[src/rtl/buffer_uart_pkg.sv]
// Shared definitions for the UART line buffers: terminator default, reference
// message and the fill/drain state encoding.
package buffer_uart_pkg;

    localparam logic [7:0] TERM_CHAR_DEF = 8'h0A;

    localparam int MSG_LEN = 13;
    localparam logic [8*MSG_LEN-1:0] MSG = "Hello, World!";

    typedef enum logic {
        FILL  = 1'b0,
        DRAIN = 1'b1
    } state_e;

    // True when data equals reference byte idx; positions past the message never match.
    function automatic logic msg_eq(input int idx, input logic [7:0] data);
        if (idx < 0 || idx >= MSG_LEN) begin
            return 1'b0;
        end
        return MSG[8*(MSG_LEN-1-idx) +: 8] == data;
    endfunction

endpackage

[src/rtl/line_mem.sv]
// Line storage: BYTE_MAX x 8 register array, synchronous write, combinational read.
module line_mem #(
    parameter int BYTE_MAX = 13,
    localparam int AW = $clog2(BYTE_MAX)
) (
    input  logic          clk,
    input  logic          we_i,
    input  logic [AW-1:0] waddr_i,
    input  logic [7:0]    wdata_i,
    input  logic [AW-1:0] raddr_i,
    output logic [7:0]    rdata_o
);

    logic [7:0] mem_q [BYTE_MAX];

    always_ff @(posedge clk) begin
        if (we_i) begin
            mem_q[waddr_i] <= wdata_i;
        end
    end

    assign rdata_o = mem_q[raddr_i];

endmodule

[src/rtl/buffer_uart_rx.sv]
// Receive-side line buffer: collects bytes into a line, then drains it with last/length.
// Optional reference-string compare is enabled by defining BUFFER_UART_RX_MATCH_EN.
module buffer_uart_rx
    import buffer_uart_pkg::*;
#(
    parameter int          BYTE_MAX  = 13,
    parameter logic [7:0]  TERM_CHAR = TERM_CHAR_DEF,
    localparam int         CNT_W     = $clog2(BYTE_MAX+1),
    localparam int         AW        = $clog2(BYTE_MAX)
) (
    input  logic             clk,
    input  logic             rst,
    input  logic             in_valid,
    input  logic [7:0]       in_data,
    output logic             in_ready,
    output logic             out_valid,
    output logic [7:0]       out_data,
    input  logic             out_ready,
    output logic             out_last,
    output logic [CNT_W-1:0] out_len,
    output logic             dropped,
    output logic             match
);

    localparam logic [CNT_W-1:0] FULL = CNT_W'(BYTE_MAX);
    localparam logic [CNT_W-1:0] ONE  = CNT_W'(1);

    state_e           state_q;
    logic [CNT_W-1:0] wr_cnt_q;
    logic [CNT_W-1:0] rd_cnt_q;
    logic [CNT_W-1:0] out_len_q;
    logic             dropped_q;
    logic [CNT_W-1:0] wr_cnt_d;
    logic [CNT_W-1:0] rd_cnt_d;
    logic             is_term;
    logic             wr_en;
    logic             last_xfer;
    logic [7:0]       rd_data;

    assign wr_cnt_d  = wr_cnt_q + ONE;
    assign rd_cnt_d  = rd_cnt_q + ONE;
    assign is_term   = (in_data == TERM_CHAR);
    assign wr_en     = (state_q == FILL) && in_valid && !is_term;
    assign last_xfer = (state_q == DRAIN) && out_ready && out_last;

    line_mem #(
        .BYTE_MAX (BYTE_MAX)
    ) u_mem (
        .clk     (clk),
        .we_i    (wr_en),
        .waddr_i (wr_cnt_q[AW-1:0]),
        .wdata_i (in_data),
        .raddr_i (rd_cnt_q[AW-1:0]),
        .rdata_o (rd_data)
    );

    always_ff @(posedge clk) begin
        if (!rst) begin
            state_q   <= FILL;
            wr_cnt_q  <= '0;
            rd_cnt_q  <= '0;
            out_len_q <= '0;
            dropped_q <= 1'b0;
        end else begin
            // The UART cannot stall, so anything offered while draining is lost.
            if (in_valid && state_q == DRAIN) begin
                dropped_q <= 1'b1;
            end
            case (state_q)
                FILL: begin
                    if (in_valid) begin
                        if (is_term) begin
                            if (wr_cnt_q != '0) begin
                                out_len_q <= wr_cnt_q;
                                state_q   <= DRAIN;
                            end
                        end else begin
                            wr_cnt_q <= wr_cnt_d;
                            if (wr_cnt_d == FULL) begin
                                out_len_q <= FULL;
                                state_q   <= DRAIN;
                            end
                        end
                    end
                end
                DRAIN: begin
                    if (out_ready) begin
                        if (last_xfer) begin
                            rd_cnt_q <= '0;
                            wr_cnt_q <= '0;
                            state_q  <= FILL;
                        end else begin
                            rd_cnt_q <= rd_cnt_d;
                        end
                    end
                end
                default: state_q <= FILL;
            endcase
        end
    end

`ifdef BUFFER_UART_RX_MATCH_EN
    logic mismatch_q;
    logic match_q;
    logic byte_ok;

    assign byte_ok = msg_eq(int'(wr_cnt_q), in_data);

    // Running compare is kept inverted so "cleared" is the all-equal-so-far state.
    always_ff @(posedge clk) begin
        if (!rst) begin
            mismatch_q <= 1'b0;
            match_q    <= 1'b0;
        end else begin
            if (state_q == FILL && in_valid) begin
                if (is_term) begin
                    if (wr_cnt_q != '0) begin
                        match_q <= !mismatch_q && (wr_cnt_q == FULL);
                    end
                end else begin
                    mismatch_q <= mismatch_q || !byte_ok;
                    if (wr_cnt_d == FULL) begin
                        match_q <= !(mismatch_q || !byte_ok);
                    end
                end
            end
            if (last_xfer) begin
                mismatch_q <= 1'b0;
                match_q    <= 1'b0;
            end
        end
    end

    assign match = match_q;
`else
    assign match = 1'b0;
`endif

    assign in_ready  = (state_q == FILL);
    assign out_valid = (state_q == DRAIN);
    assign out_data  = (state_q == DRAIN) ? rd_data : 8'h00;
    assign out_last  = (state_q == DRAIN) && (rd_cnt_q == out_len_q - ONE);
    assign out_len   = out_len_q;
    assign dropped   = dropped_q;

endmodule

[config.mk]
export PLATFORM = sky130hd
export DESIGN_NAME = buffer_uart_rx
export DESIGN_NICKNAME = d
export VERILOG_FILES = /design/src/rtl/buffer_uart_pkg.sv /design/src/rtl/line_mem.sv /design/src/rtl/buffer_uart_rx.sv
export SDC_FILE = /design/constraint.sdc
export NUM_CORES = 1
export LEC_CHECK = 0
export ABC_AREA = 1
export CELL_PAD_IN_SITES_DETAIL_PLACEMENT = 0
export CELL_PAD_IN_SITES_GLOBAL_PLACEMENT = 2
export CORE_MARGIN = 8
export CORE_UTILIZATION = 35
export DETAILED_ROUTE_END_ITERATION = 8
export PLACE_DENSITY_LB_ADDON = 0.1
export SLEW_MARGIN = 20
export SYNTH_ARGS = -nofsm -noshare
export SYNTH_HDL_FRONTEND = slang
export SYNTH_SLANG_ARGS = --single-unit
[constraint.sdc]
create_clock -name clk -period 2 [get_ports clk]
set_input_delay 0.5 -clock clk [delete_from_list [all_inputs] [get_ports clk]]
set_output_delay 0.5 -clock clk [all_outputs]
set_load 0.005 [all_outputs]
# Word-level counts from Yosys, hierarchy flattened
# Memory sizes are Yosys's and may differ from the RTL's. A register that Yosys moved wholly into a read port is not among the register bits.
# Cells that the tools add are included.
# word_totals
ff_bits,14
ram_bits,104
in_bits,12
output_inout_bits,17
wordCells,51
n_memories,1
# classes
n_addsub,3
eq_ne,8
mux,21
bitwise,1
n_reduce_logical,12
# mem_list
name,depth,width,rd,rd_ports_with_merged_regs,write_ports,line_no,source
u_mem.mem_q,13,8,1,1,1,line_mem.sv:14,logic [7:0] mem_q [BYTE_MAX];
# op_table
operator,count
$mux W4,10
$add A4 B1 Y4 const B,2
$eq A8 B4 Y1 const B,1
$mux W1,8
$mux W8,1
$pmux W4 S2,1
$reduce_and A4 Y1,2
$logic_and A1 B1 Y1,6
$ne A2 B2 Y1 const B,3
$eq A4 B4 Y1,1
$eq A4 B4 Y1 const B,1
$ne A2 B1 Y1 const B,2
$reduce_bool A4 Y1,1
$sub A4 B1 Y4 const B,1
$pmux W1 S2,1
$reduce_and A2 Y1,1
$reduce_bool A2 Y1,1
$logic_not A1 Y1,1
$not A1 Y1,1

# Logic depth before layout (Yosys ltp)
# depth
word_depth,7
mapped_depth,13
depth_no_buf,12

# Cells and area by module
# A second synthesis with hierarchy kept.
# hier_totals
cells_unflattened,583
area_unflattened_um2,5442.7
# by_module_without_submodules
mod,instances,cells_per_inst,area_per_inst_um2,seq_area_each_um2
line_mem,1,418,4456.8,3123.0
buffer_uart_rx,1,165,985.9,280.3

# Worst setup path after synthesis
# Ideal clock, no wire load.
# synth_path
path_type,input -> register
from,input in_data[3]
to,"memory u_mem.mem_q[5][0], enable pin"
setup_ns,0.383
t_arrival_ns,1.607
required_time_ns,1.617
path_slack_ns,0.010
cell_stages,6
n_path_buf,1
path_cell_list,inv_1 > nor2_1 > nand4_1 > nand2_2 > buf_2 > nor3_1
# synth_between
elab_chain_len,5
# synth_lines
element,line_no,source
"start, declared",buffer_uart_rx.sv:14,"input logic [7:0] in_data,"
$eq A8 B4 Y1,buffer_uart_rx.sv:42,assign is_term = (in_data == TERM_CHAR);
$logic_not A1 Y1,buffer_uart_rx.sv:43,assign wr_en = (state_q == FILL) && in_valid && !is_term;
$logic_and A1 B1 Y1,buffer_uart_rx.sv:43,
$mux W1,line_mem.sv:17,if (we_i) begin
$mux W1 (implied by the code),line_mem.sv:18,mem_q[waddr_i] <= wdata_i;
"end, declared",line_mem.sv:14,
# No other way between the ends.

==> summary.txt <==
Run status
  – Status: finished, violations left
  – Failing checks: negative setup slack

Global routing
  – All-layer global routing usage: 0.166
  – Initial antenna violation count: 0
  – Largest net degree at the start of global routing: 31
  – Number of global-route vias before repair: 3844
  – Total grt overflow: 0
  – First-pass GRT wire length: 22.6 mm

Routing
  – Initial DRC count: 220
  – Via density: 5.00
  – Routed Antenna Nets: 0
  – Post-route DRC violation count: 0
  – First-pass iteration count of the detailed router: 4
  – Vias: 3806
  – Drt total wl: 14.9 mm
  – WL per Instance: 19.6 um

STA
  – Post-Route Skew: 0.0112 ns
  – Setup ws final: -0.376 ns
  – Final hold violation count: 0
  – Fin Hold WS: 0.467 ns
  – Slew @ Worst Pin: 0.518 ns
  – RSZ-0062 raised after global routing: yes
  – Fmax: 0.421 GHz
  – Slew HR: 0.654
  – Fin crit share: 1.19
  – Setup Viol. Count Final: 9
  – Slew Viols, Final: 0
  – Period minus WS final: 2.38 ns

Place
  – Final HPWL DP: 9.57 mm
  – GPL Wtd Cong: 0.774
  – Setup slack at placement: -0.570 ns
  – Port buffer count: 27

Setup path
  – Crit Path Class: flop to output port
  – Worst Path Required: 1.50 ns
  – Launch point of the worst reg-to-reg path: out_len[0]
  – Slowest Stage Delay on Critical Path: 0.38 ns
  – CP max-delay cell: dfxtp_4
  – Worst-path maximum fanout: 6
  – Arrival time at the worst endpoint: 1.88 ns
  – Crit end category: output port
  – Crit path launch type: flop
  – Cell chain of the critical path: buf_12 -> buf_16 -> buf_6 -> nor2_2 -> nor2_1 -> o21ai_1 -> nand3_1 -> o211ai_1 -> a21oi_1 -> buf_2

Clock network
  – TritonCTS clock tree: yes
  – CTS H-Tree Depth: 4
  – Deepest clock path buffer count: 2
  – CTS Buf Count: 17
  – Hold_buf cts: 0
  – Clock root buffer: clkbuf_16
  – Clk_lat worst skew: 0.41 ns
  – CTS Sinks: 122
  – Reg clk slew, reported paths: 0.05 ns

Floorplanning
  – Initial Util: 0.357
  – Die width: 138 um
  – Die area: 19000 um2
  – I/O pins: 29
  – Core area: 14500 um2
  – Die extent in y: 138 um
  – Cell row count: 44

Yosys
  – Cell Area, Synth: 5190 um2
  – Post-synthesis cell count: 471
  – Synth cell types: 28
  – Sequential area share after synthesis: 0.671
  – Syn Nets: 489
  – Seq cells post-synth: 122
  – Avg Cell Area, Syn: 11.0 um2
  – Ys Warns: 0

Finish
  – Layout cells sized above 1: 0.296
  – Area Growth Syn to Fin: 37.8%
  – Antenna Cells: 0
  – Layout net count: 582
  – Layout Utilization: 0.492
  – Commonest cells after routing, fill and taps aside: edfxtp_1, nor2_1, buf_4
  – Commonest non-fill, non-tap cell in the layout: edfxtp_1

Power and ir drop
  – PD cells: 900 nW/um2
  – Pleak: 2.65 nW
  – Final Power: 0.00644 W
  – Worst IR Drop VDD: 0.000587 V

Min path
  – Hold path startpoint: in_data[1]
  – Hold Crit Class: input pin to flop

Flow run
  – MaxCap Viol Count: 0
-- routing by layer --
metal | part of all wire | wire length (um) | GRT usage
met4 | 0.017 | 257 | 0.0591
met2 | 0.51 | 7580 | 0.278
met3 | 0.046 | 690 | 0.0390
met1 | 0.43 | 6410 | 0.206
met5 | 0 | 0 | 0
-- power breakdown --
group / switching [W] / internal, W
clock network: 0.00103 / 0.00217
registers: 0.0000213 / 0.00282
logic: 0.000239 / 0.000159
total: 0.00129 / 0.00515
-- cell usage after synthesis (all sizes together) --
cell type    n  area share
nor2       106       0.078
edfxtp     104        0.60
o21ai       53       0.051
nand2       35       0.027
inv         33       0.024
nand3       27       0.027
o211ai      24       0.035
a21oi       20       0.019
buf         19       0.027
dfxtp       18       0.069
nor3        11       0.011
ha           6       0.014
clkbuf       5      0.0036
nand4        4      0.0048
a31oi        1      0.0012
and2         1      0.0012
conb         1     0.00072
or2          1      0.0012
xnor2        1      0.0017
xor2         1      0.0017
-- sequential cells by signal (all words and copies together), names as in the netlist, named ones only --
signal / flops
u_mem.mem_q: 104
dropped: 1
out_len: 4
rd_cnt_q: 4
out_valid: 1
wr_cnt_q: 4
-- cell families (layout without fill, tap and decap cells) --
logic type,count (synthesis),in the layout,share of synthesized area
adders and majority gates,6,6,0.0145
other,1,1,0.000722
AOI/OAI and AO/OA,98,98,0.106
buffers and inverters,57,162,0.0547
xor gates and xnor gates,2,2,0.00337
and+or+nand+nor,185,186,0.150
DFF,122,122,0.671
-- what timing repair did --
action                     CTS  global route
setup endpoints to repair   69           107
gates cloned                 5             3
pin swaps                   29            31
buffers inserted            16             1
resized for setup           94            29
-- area by class of cell --
class	count	area, um2
timing repair buffer	97	1050
multi-input combinational	293	1630
tap	184	230
fill	1347	7380
clock buffer	23	478
inverter	33	126
clock inverter	9	145
sequential	122	3490
-- worst paths after layout --
| check | cells after the start | slack (ns) | end |
|---|---|---|---|
| setup / recovery | 10 | -0.38 | out_data[6] |
| hold / removal | 1 | 0.47 | u_mem.mem_q[4][1] |
| setup reg to reg | 14 | 0.15 | flop |
| hold reg to reg | 2 | 0.47 | dropped |
-- critical path, delay by kind of cell (launching register included) --
family	cells	cell delay (ns)
AOI/OAI and AO/OA	3	0.31
DFF	1	0.38
buffers and inverters	4	0.53
and+or+nand+nor	3	0.24
-- metrics by stage --
step / instances / TNS, ns / area, um2
floorplan: 471 / 0 / 5190
global placement: 710 / -50.44 / 6060
detailed placement: 710 / -52.49 / 6060
CTS: 763 / -3.22 / 7060
global route: 761 / -3.66 / 7150
finish: 761 / -2.66 / 7150
Power figures use the tool's default switching activity.
